$ cat config.mk
export PLATFORM = sky130hd
export DESIGN_NAME = spi_sck_mode_ctrl
export DESIGN_NICKNAME = d
export VERILOG_FILES = /design/src/rtl/spi_pkg.sv /design/src/rtl/spi_sync_edge.sv /design/src/rtl/spi_sck_mode_ctrl.sv
export SDC_FILE = /design/constraint.sdc
export NUM_CORES = 1
export LEC_CHECK = 0
export ABC_AREA = 1
export BUFFER_PORTS_ARGS = -buffer_cell sky130_fd_sc_hd__buf_4
export CAP_MARGIN = 20
export CORE_MARGIN = 4
export CORE_UTILIZATION = 55
export CTS_CLUSTER_DIAMETER = 60
export DETAILED_ROUTE_END_ITERATION = 8
export PLACE_DENSITY_LB_ADDON = 0.15
export SYNTH_ARGS = -nofsm -noshare
export SYNTH_HDL_FRONTEND = slang
export SYNTH_SLANG_ARGS = --single-unit
$ cat constraint.sdc
create_clock -name clk -period 2.3 [get_ports clk]
set_input_delay 0.69 -clock clk [delete_from_list [all_inputs] [get_ports clk]]
set_output_delay 0.69 -clock clk [all_outputs]
set_load 0.02 [all_outputs]
$ cat src/rtl/spi_pkg.sv
// Shared types and constants for the SPI clock/mode controller.
package spi_pkg;

  localparam int unsigned DEF_DIV_W   = 8;
  localparam int unsigned DEF_FRAME_W = 4;

  typedef enum logic [1:0] {
    ST_IDLE,
    ST_SETUP,
    ST_RUN,
    ST_GUARD
  } state_e;

  // {cpol, cpha} encodings
  localparam logic [1:0] SPI_MODE0 = 2'b00;
  localparam logic [1:0] SPI_MODE1 = 2'b01;
  localparam logic [1:0] SPI_MODE2 = 2'b10;
  localparam logic [1:0] SPI_MODE3 = 2'b11;

  // True when the leading SCK edge is the sample edge (CPHA=0 modes).
  function automatic logic lead_samples(input logic [1:0] mode);
    return (mode == SPI_MODE0) || (mode == SPI_MODE2);
  endfunction

endpackage

$ cat src/rtl/spi_sync_edge.sv
// Multi-stage synchroniser for an asynchronous pad input with rise/fall detection.
module spi_sync_edge #(
  parameter int unsigned STAGES  = 2,
  parameter logic        RST_VAL = 1'b0
) (
  input  logic clk,
  input  logic rst,
  input  logic async_i,
  output logic rise_c,
  output logic fall_c
);

  // Top bit is the previous synchronised value, used only for edge detection.
  logic [STAGES:0] sync_q;

  always_ff @(posedge clk or posedge rst) begin
    if (rst) begin
      sync_q <= {(STAGES + 1){RST_VAL}};
    end else begin
      sync_q <= {sync_q[STAGES-1:0], async_i};
    end
  end

  assign rise_c =  sync_q[STAGES-1] & ~sync_q[STAGES];
  assign fall_c = ~sync_q[STAGES-1] &  sync_q[STAGES];

endmodule

$ cat src/rtl/spi_sck_mode_ctrl.sv
// SPI SCK generator (master) / SCK follower (slave) issuing CPOL/CPHA shift and
// sample strobes and counting bits to a programmable frame length.
module spi_sck_mode_ctrl
  import spi_pkg::*;
#(
  parameter int unsigned DIV_W       = DEF_DIV_W,
  parameter int unsigned FRAME_W     = DEF_FRAME_W,
  parameter int unsigned SYNC_STAGES = 2
) (
  input  logic               clk,
  input  logic               rst,
  input  logic               mstr,
  input  logic               cpol,
  input  logic               cpha,
  input  logic [DIV_W-1:0]   div,
  input  logic [FRAME_W-1:0] frame_len,
  input  logic               start,
  input  logic               sck_in,
  input  logic               ss_n_in,
  output logic               sck_out,
  output logic               sck_oe,
  output logic               shift_stb,
  output logic               sample_stb,
  output logic               busy,
  output logic               done,
  output logic               abort,
  output logic [FRAME_W-1:0] bit_cnt
);

  // Edge counter must reach 2*(2^FRAME_W) in master mode.
  localparam int unsigned EW = FRAME_W + 2;

  state_e             state_q;
  logic               mst_q, cpol_q, cpha_q;
  logic [DIV_W-1:0]   div_q, cnt_q;
  logic [FRAME_W-1:0] flen_q, bit_cnt_q;
  logic [EW-1:0]      edge_q;
  logic               sck_q, oe_q, shift_q, sample_q, busy_q, done_q, abort_q;

  logic sck_rise, sck_fall, ss_rise, ss_fall;

  spi_sync_edge #(.STAGES(SYNC_STAGES), .RST_VAL(1'b0)) u_sync_sck (
    .clk    (clk),
    .rst    (rst),
    .async_i(sck_in),
    .rise_c (sck_rise),
    .fall_c (sck_fall)
  );

  spi_sync_edge #(.STAGES(SYNC_STAGES), .RST_VAL(1'b1)) u_sync_ss (
    .clk    (clk),
    .rst    (rst),
    .async_i(ss_n_in),
    .rise_c (ss_rise),
    .fall_c (ss_fall)
  );

  logic          lead_smp, s_lead, s_trail, s_smp, s_shf, s_fin;
  logic [EW-1:0] edge_nxt, last_edge;

  assign lead_smp  = lead_samples({cpol_q, cpha_q});
  assign edge_nxt  = edge_q + EW'(1);
  assign last_edge = (EW'(flen_q) << 1) + EW'(2);
  assign s_lead    = cpol_q ? sck_fall : sck_rise;
  assign s_trail   = cpol_q ? sck_rise : sck_fall;
  assign s_smp     = lead_smp ? s_lead  : s_trail;
  assign s_shf     = lead_smp ? s_trail : s_lead;
  // Slave: edge_q counts samples; once it exceeds frame_len the frame is complete.
  assign s_fin     = edge_q > EW'(flen_q);

  always_ff @(posedge clk or posedge rst) begin
    if (rst) begin
      state_q   <= ST_IDLE;
      mst_q     <= 1'b0;
      cpol_q    <= 1'b0;
      cpha_q    <= 1'b0;
      div_q     <= '0;
      cnt_q     <= '0;
      flen_q    <= '0;
      edge_q    <= '0;
      bit_cnt_q <= '0;
      sck_q     <= 1'b0;
      oe_q      <= 1'b0;
      shift_q   <= 1'b0;
      sample_q  <= 1'b0;
      busy_q    <= 1'b0;
      done_q    <= 1'b0;
      abort_q   <= 1'b0;
    end else begin
      shift_q  <= 1'b0;
      sample_q <= 1'b0;
      done_q   <= 1'b0;
      abort_q  <= 1'b0;
      if (sample_q) bit_cnt_q <= bit_cnt_q + FRAME_W'(1);

      case (state_q)
        ST_IDLE: begin
          sck_q <= cpol;
          oe_q  <= mstr;
          if ((mstr && start) || (!mstr && ss_fall)) begin
            cpol_q    <= cpol;
            cpha_q    <= cpha;
            div_q     <= div;
            flen_q    <= frame_len;
            mst_q     <= mstr;
            cnt_q     <= div;
            edge_q    <= '0;
            bit_cnt_q <= '0;
            busy_q    <= 1'b1;
            state_q   <= mstr ? ST_SETUP : ST_RUN;
          end
        end

        ST_SETUP: begin
          if (cnt_q == '0) begin
            cnt_q   <= div_q;
            sck_q   <= ~sck_q;
            edge_q  <= EW'(1);
            state_q <= ST_RUN;
            if (lead_smp) sample_q <= 1'b1;
            else          shift_q  <= 1'b1;
          end else begin
            cnt_q <= cnt_q - DIV_W'(1);
          end
        end

        ST_RUN: begin
          if (mst_q) begin
            if (cnt_q == '0) begin
              cnt_q  <= div_q;
              sck_q  <= ~sck_q;
              edge_q <= edge_nxt;
              // Odd edges are leading; the trailing shift after the last sample is dropped.
              if (edge_nxt[0]) begin
                if (lead_smp) sample_q <= 1'b1;
                else          shift_q  <= 1'b1;
              end else if (!lead_smp) begin
                sample_q <= 1'b1;
              end else if (edge_nxt != last_edge) begin
                shift_q <= 1'b1;
              end
              if (edge_nxt == last_edge) state_q <= ST_GUARD;
            end else begin
              cnt_q <= cnt_q - DIV_W'(1);
            end
          end else begin
            if (ss_rise) begin
              busy_q  <= 1'b0;
              state_q <= ST_IDLE;
              if (!s_fin) begin
                abort_q   <= 1'b1;
                bit_cnt_q <= '0;
              end
            end else if (!s_fin && s_smp) begin
              sample_q <= 1'b1;
              edge_q   <= edge_nxt;
              if (edge_q == EW'(flen_q)) done_q <= 1'b1;
            end else if (!s_fin && s_shf) begin
              shift_q <= 1'b1;
            end
          end
        end

        ST_GUARD: begin
          if (cnt_q == '0) begin
            busy_q  <= 1'b0;
            done_q  <= 1'b1;
            state_q <= ST_IDLE;
          end else begin
            cnt_q <= cnt_q - DIV_W'(1);
          end
        end

        default: state_q <= ST_IDLE;
      endcase
    end
  end

  assign sck_out    = sck_q;
  assign sck_oe     = oe_q;
  assign shift_stb  = shift_q;
  assign sample_stb = sample_q;
  assign busy       = busy_q;
  assign done       = done_q;
  assign abort      = abort_q;
  assign bit_cnt    = bit_cnt_q;

endmodule

# Yosys cells after proc, flatten, opt, wreduce, memory -nomap -nowiden
# Index checks and enable logic that the tools add are counted.
# W data, S select, Z words.
# totals
ramBits	0
inputBits	20
mem_bits_ro	0
memories	0
out_inout_bits	11
word_cells	138
regBits	48
latchBits	0
# op_classes
eq_ne	19
n_addsub	4
shift	0
n_reduce_logical	19
magnitude_cmp	1
multipliers	0
mux	68
n_bitwise	9
div	0
# op_table
op	n
$mux W1	36
$mux W6	6
$mux W8	4
$pmux W8 S4	1
$mux W4	5
$pmux W6 S3	1
$mux W2	8
$ne A3 B3 Y1 const B	5
$ne A2 B2 Y1 const B	7
$reduce_and A6 Y1	2
$logic_not A8 Y1	1
$pmux W2 S4	1
$pmux W4 S2	1
$sub A8 B1 Y8 const B	1
$add A5 B2 Y6 const B	1
$add A6 B1 Y6 const B	1
$eq A2 B2 Y1 const B	3
$eq A6 B4 Y1	1
$eq A6 B6 Y1	1
$gt A6 B4 Y1	1
$ne A6 B6 Y1	1
$pmux W1 S2	3
$pmux W1 S3	2
$reduce_bool A3 Y1	2
11 further kinds	25

# Depth between registers and ports, before layout
# depth
depth_word	10
ltp_mapped	13
ltp_nobuf	12

# Modules after synthesis
# Synthesis repeated with hierarchy kept, for this count alone.
# unflattened
cells_unflattened	377
hier_area_um2	2912.8
# by_module_without_submodules
module	instances	seq_area_each_um2	area_each_um2	cells_each
spi_sck_mode_ctrl	1	1051.0	2721.4	361
spi_sync_edge at u_sync_ss	1	78.8	97.6	8
spi_sync_edge at u_sync_sck	1	75.1	93.8	8

# Least setup slack after synthesis
# Ideal clock, no wire load.
# synth_path
kind	input -> register
start	in mstr
end	reg div_q[0]
path_stages	5
setup_time_ps	125
required_time_ps	2175
t_arrival_ps	1554
slack_ps	621
path_buffers	1
cell_sequence	nor2_1 > a22oi_1 > nor2_1 > buf_2 > mux2_2
# synth_via
elab_chain_cells	4
elab_cells_between_ends	5
classes_between	reduce/logical (5)
# synth_lines
item	line_no	text
start, declared	spi_sck_mode_ctrl.sv:12	input logic mstr,
$logic_not A1 Y1	spi_sck_mode_ctrl.sv:100	if ((mstr && start) || (!mstr && ss_fall)) begin
$logic_and A1 B1 Y1	spi_sck_mode_ctrl.sv:100	
$logic_or A1 B1 Y1 (*)	spi_sck_mode_ctrl.sv:100	
$reduce_and A2 Y1 (no line) (*)	-	
end signal, assigned	spi_sck_mode_ctrl.sv:103	div_q <= div;
end, declared	spi_sck_mode_ctrl.sv:35	logic [DIV_W-1:0] div_q, cnt_q;
# Every way passes the cells marked *; elsewhere a longest branch is shown, timed or not.
# A chain may end at the register's enable or synchronous reset.

# Final worst setup path
# layout_path
start	reg state_q[0]
end	reg edge_q[5]
# layout_via
elab_chain_cells	3
elab_cells_between_ends	11
classes_between	eq/ne (7); mux (1); reduce/logical (3)
# layout_lines
item	line_no	text
start, declared	spi_sck_mode_ctrl.sv:33	state_e state_q;
start signal, assigned	spi_sck_mode_ctrl.sv:110	state_q <= mstr ? ST_SETUP : ST_RUN;
$eq A2 B2 Y1, or another cell as far along	spi_sck_mode_ctrl.sv:96	case (state_q)
$ne A3 B3 Y1 (no line), or another cell as far along	-	
$reduce_and A6 Y1 (no line)	-	
end signal, assigned	spi_sck_mode_ctrl.sv:132	edge_q <= edge_nxt;
end signal, assigned	spi_sck_mode_ctrl.sv:156	edge_q <= edge_nxt;
end, declared	spi_sck_mode_ctrl.sv:37	logic [EW-1:0] edge_q;
# Parallel ways exist; a longest one is shown, timed or not.

==> flow_metrics.tcl <==
set metrics [dict create \
    antenna_found_initial 0 \
    synth_common_cells "nand2_1, dfrtp_1, nor2_1" \
    min_period_ps 2010 \
    worstSkewPairLatency_ps 310 \
    ios 31 \
    syn_inst 367 \
    crit_arrival_ps 2250 \
    ys_ff_latch 48 \
    slew_headroom_pct 69.8 \
    ir_worst_vdd_uv 709 \
    rsz0062_at_grt "no" \
    setup_violations 0 \
    cts_hold_buf 0 \
    grt_pass1_vias 2311 \
    clk_pin_slew_ps 90 \
    final_cells 473 \
    yosys_warnings 0 \
    worst_pin_slew_ps 448 \
    ys_async_sr_fraction_pct 100 \
    crit_required_ps 2540 \
    ctsResizeCount 0 \
    grt_pass1_wl_mm 10.9 \
    post_cts_buffers 0 \
    grt_max_degree 31 \
    clockBufferDepth 2 \
    remaining_drc_errors 0 \
    regArea_sq_mm 0.00120 \
    min_period_over_period_pct 87.5 \
    dpl.cell_count 465 \
    initial_core_util_pct 56.5 \
    via_count 2486 \
    vias_per_cell 5.26 \
    cts_tree "built" \
    htreeDepth 2 \
    area_delta_synth_final_pct 15.4 \
    worstPathMaxFanout 12 \
    run_status "finished, final reports clean" \
    p_leak_nw 1.64 \
    first_iter_violations 272 \
    coreArea_sq_mm 0.00511 \
    fillerInstances 448 \
    critPathKind "reg -> reg" \
    globalplace.congestion 0.897 \
    fin_util_pct 65.2 \
    hold_viol_final 0 \
    rows 26 \
    die_width_um 80.4 \
    finalClockSkew_ps 7.28 \
    port_buffers 30 \
    multiInputGateArea_sq_mm 0.00149 \
    hpwlAfterDp_mm 4.56 \
    synth_cell_types 31 \
    synth_top_cell_by_area "dfrtp_1" \
    drt_first_pass_iters 5 \
    cts_buffers 5 \
    synth.net_count 400 \
    synthTopCellsByArea "dfrtp_1, nand2_1, nor2_1" \
    hold_class "reg -> reg" \
    cts_sinks 48 \
    drv_slew 0 \
    cts_root_buf "clkbuf_8" \
    syn_area_sq_mm 0.00289 \
    synth_edf_count 0 \
    layout-drive-gt1-share_pct 21.1 \
    die_area_sq_mm 0.00647 \
    ant_nets 0 \
    die_h_um 80.4 \
    yosysMostFrequentCell "nand2_1" \
    syn_area_per_cell_sq_um 7.86 \
    cellPowerDensity_mw_per_mm2 1250 \
    wl_per_cell_um 12.8 \
    maxCapViolations 0 \
    track_usage_pct 21.3 \
    n_antenna_cell 0 \
    routed_wl_mm 6.05 \
    yosysSeqAreaShare_pct 41.8 \
    startpoint_type "flop" \
    final_net_count 435 \
    fin_setup_tns_ps 0 \
    critPathCaptureType "flop" \
    grt-ovfl-total 0 \
    max_freq_mhz 497 \
    synth_top_area_share_pct 39.0 \
    synthFlopType "dfrtp_1" \
]
metrics by stage:
step           hold WS [ps]  total power, mW  setup slack (ps)  cell area, sq um
5_1_grt                 365             4.56               113              3330
2_1_floorplan           331             3.01               470              2890
4_1_cts                 356             4.16               286              3330
6_report                351             4.15               288              3330
3_5_place_dp            336             3.48               289              3200
3_3_place_gp            334             3.42               349              3200
sequential cells by signal, summed over array words and instances, names as in the netlist:
name,flops
cpha_q,1
busy,1
sck_oe,1
edge_q,6
mst_q,1
u_sync_sck.sync_q,3
state_q,2
flen_q,4
done,1
cnt_q,8
sample_stb,1
shift_stb,1
div_q,8
sck_out,1
abort,1
u_sync_ss.sync_q,3
bit_cnt,4
cpol_q,1
worst max-delay path: stages, from the launching register on:
cell	delay (ps)
dfrtp_1	430
inv_1	100
ha_1	350
inv_2	140
nor2_4	140
inv_2	70
nor2_2	110
nor2_1	50
nand2_1	80
nor2_2	40
nand2_2	260
nand2_1	110
o21ai_2	70
layout make-up:
type / count / share of cell area [%]
clock inverters: 1 / 0.902
inverters: 41 / 4.62
multi-input cells: 272 / 44.7
clock buffers: 7 / 2.89
well taps: 70 / 2.63
flip-flops and latches: 48 / 36.2
repair buffers: 34 / 8.05
cells by family (layout without fill, tap and decap cells):
family | Yosys count | after routing | share of synthesized area [%]
AO/OA/AOI/OAI | 46 | 46 | 9.28
buffers and inverters | 47 | 83 | 6.68
AND/OR/NAND/NOR | 193 | 193 | 29.7
XOR/XNOR | 9 | 9 | 2.73
adder cells (fa/ha/maj) | 13 | 13 | 5.64
flip-flops | 48 | 48 | 41.8
multiplexers | 11 | 11 | 4.21
cell usage in the layout (no fill, tap or decap), types with 5 or more instances in the layout:
cell type / Yosys / final
dfrtp_1: 45 / 45
ha_1: 13 / 13
nand4_1: 8 / 8
a21oi_1: 9 / 9
clkbuf_8: 0 / 7
o21ai_0: 19 / 19
inv_1: 35 / 34
nand2_1: 96 / 96
xor2_1: 5 / 5
o21ai_2: 7 / 7
inv_2: 6 / 7
nand2_2: 6 / 6
nand3_1: 25 / 25
mux2_2: 9 / 9
buf_4: 0 / 33
o21ai_1: 7 / 7
nor2_1: 44 / 44
per-layer routing:
layer | up-vias | global-route usage [%] | routed length, um
met5 | - | 0 | 0
met2 | 94 | 30.7 | 2580
met4 | 0 | 4.90 | 51
met3 | 6 | 4.26 | 409
li1 | 1255 | - | -
met1 | 1131 | 32.9 | 3010
where the power goes:
part | switching, mW | internal [mW] | total [mW] | leakage, nW
Sequential | 0.265 | 1.13 | 1.39 | 0.601
Combinational | 1.32 | 0.764 | 2.09 | 0.977
Clock | 0.285 | 0.384 | 0.669 | 0.0645
Total | 1.87 | 2.28 | 4.15 | 1.64
final timing paths:
check,start,end,slack [ps],cells after the start
max in group asynchronous,rst,div_q[6],1440,3
hold reg to reg,u_sync_sck.sync_q[0],u_sync_sck.sync_q[1],350,0
setup reg to reg,state_q[0],edge_q[5],290,12
hold / removal,u_sync_sck.sync_q[0],u_sync_sck.sync_q[1],350,0
min in group asynchronous,rst,div_q[4],370,2
setup / recovery,state_q[0],edge_q[5],290,12
(Power assumes the default switching activity.)
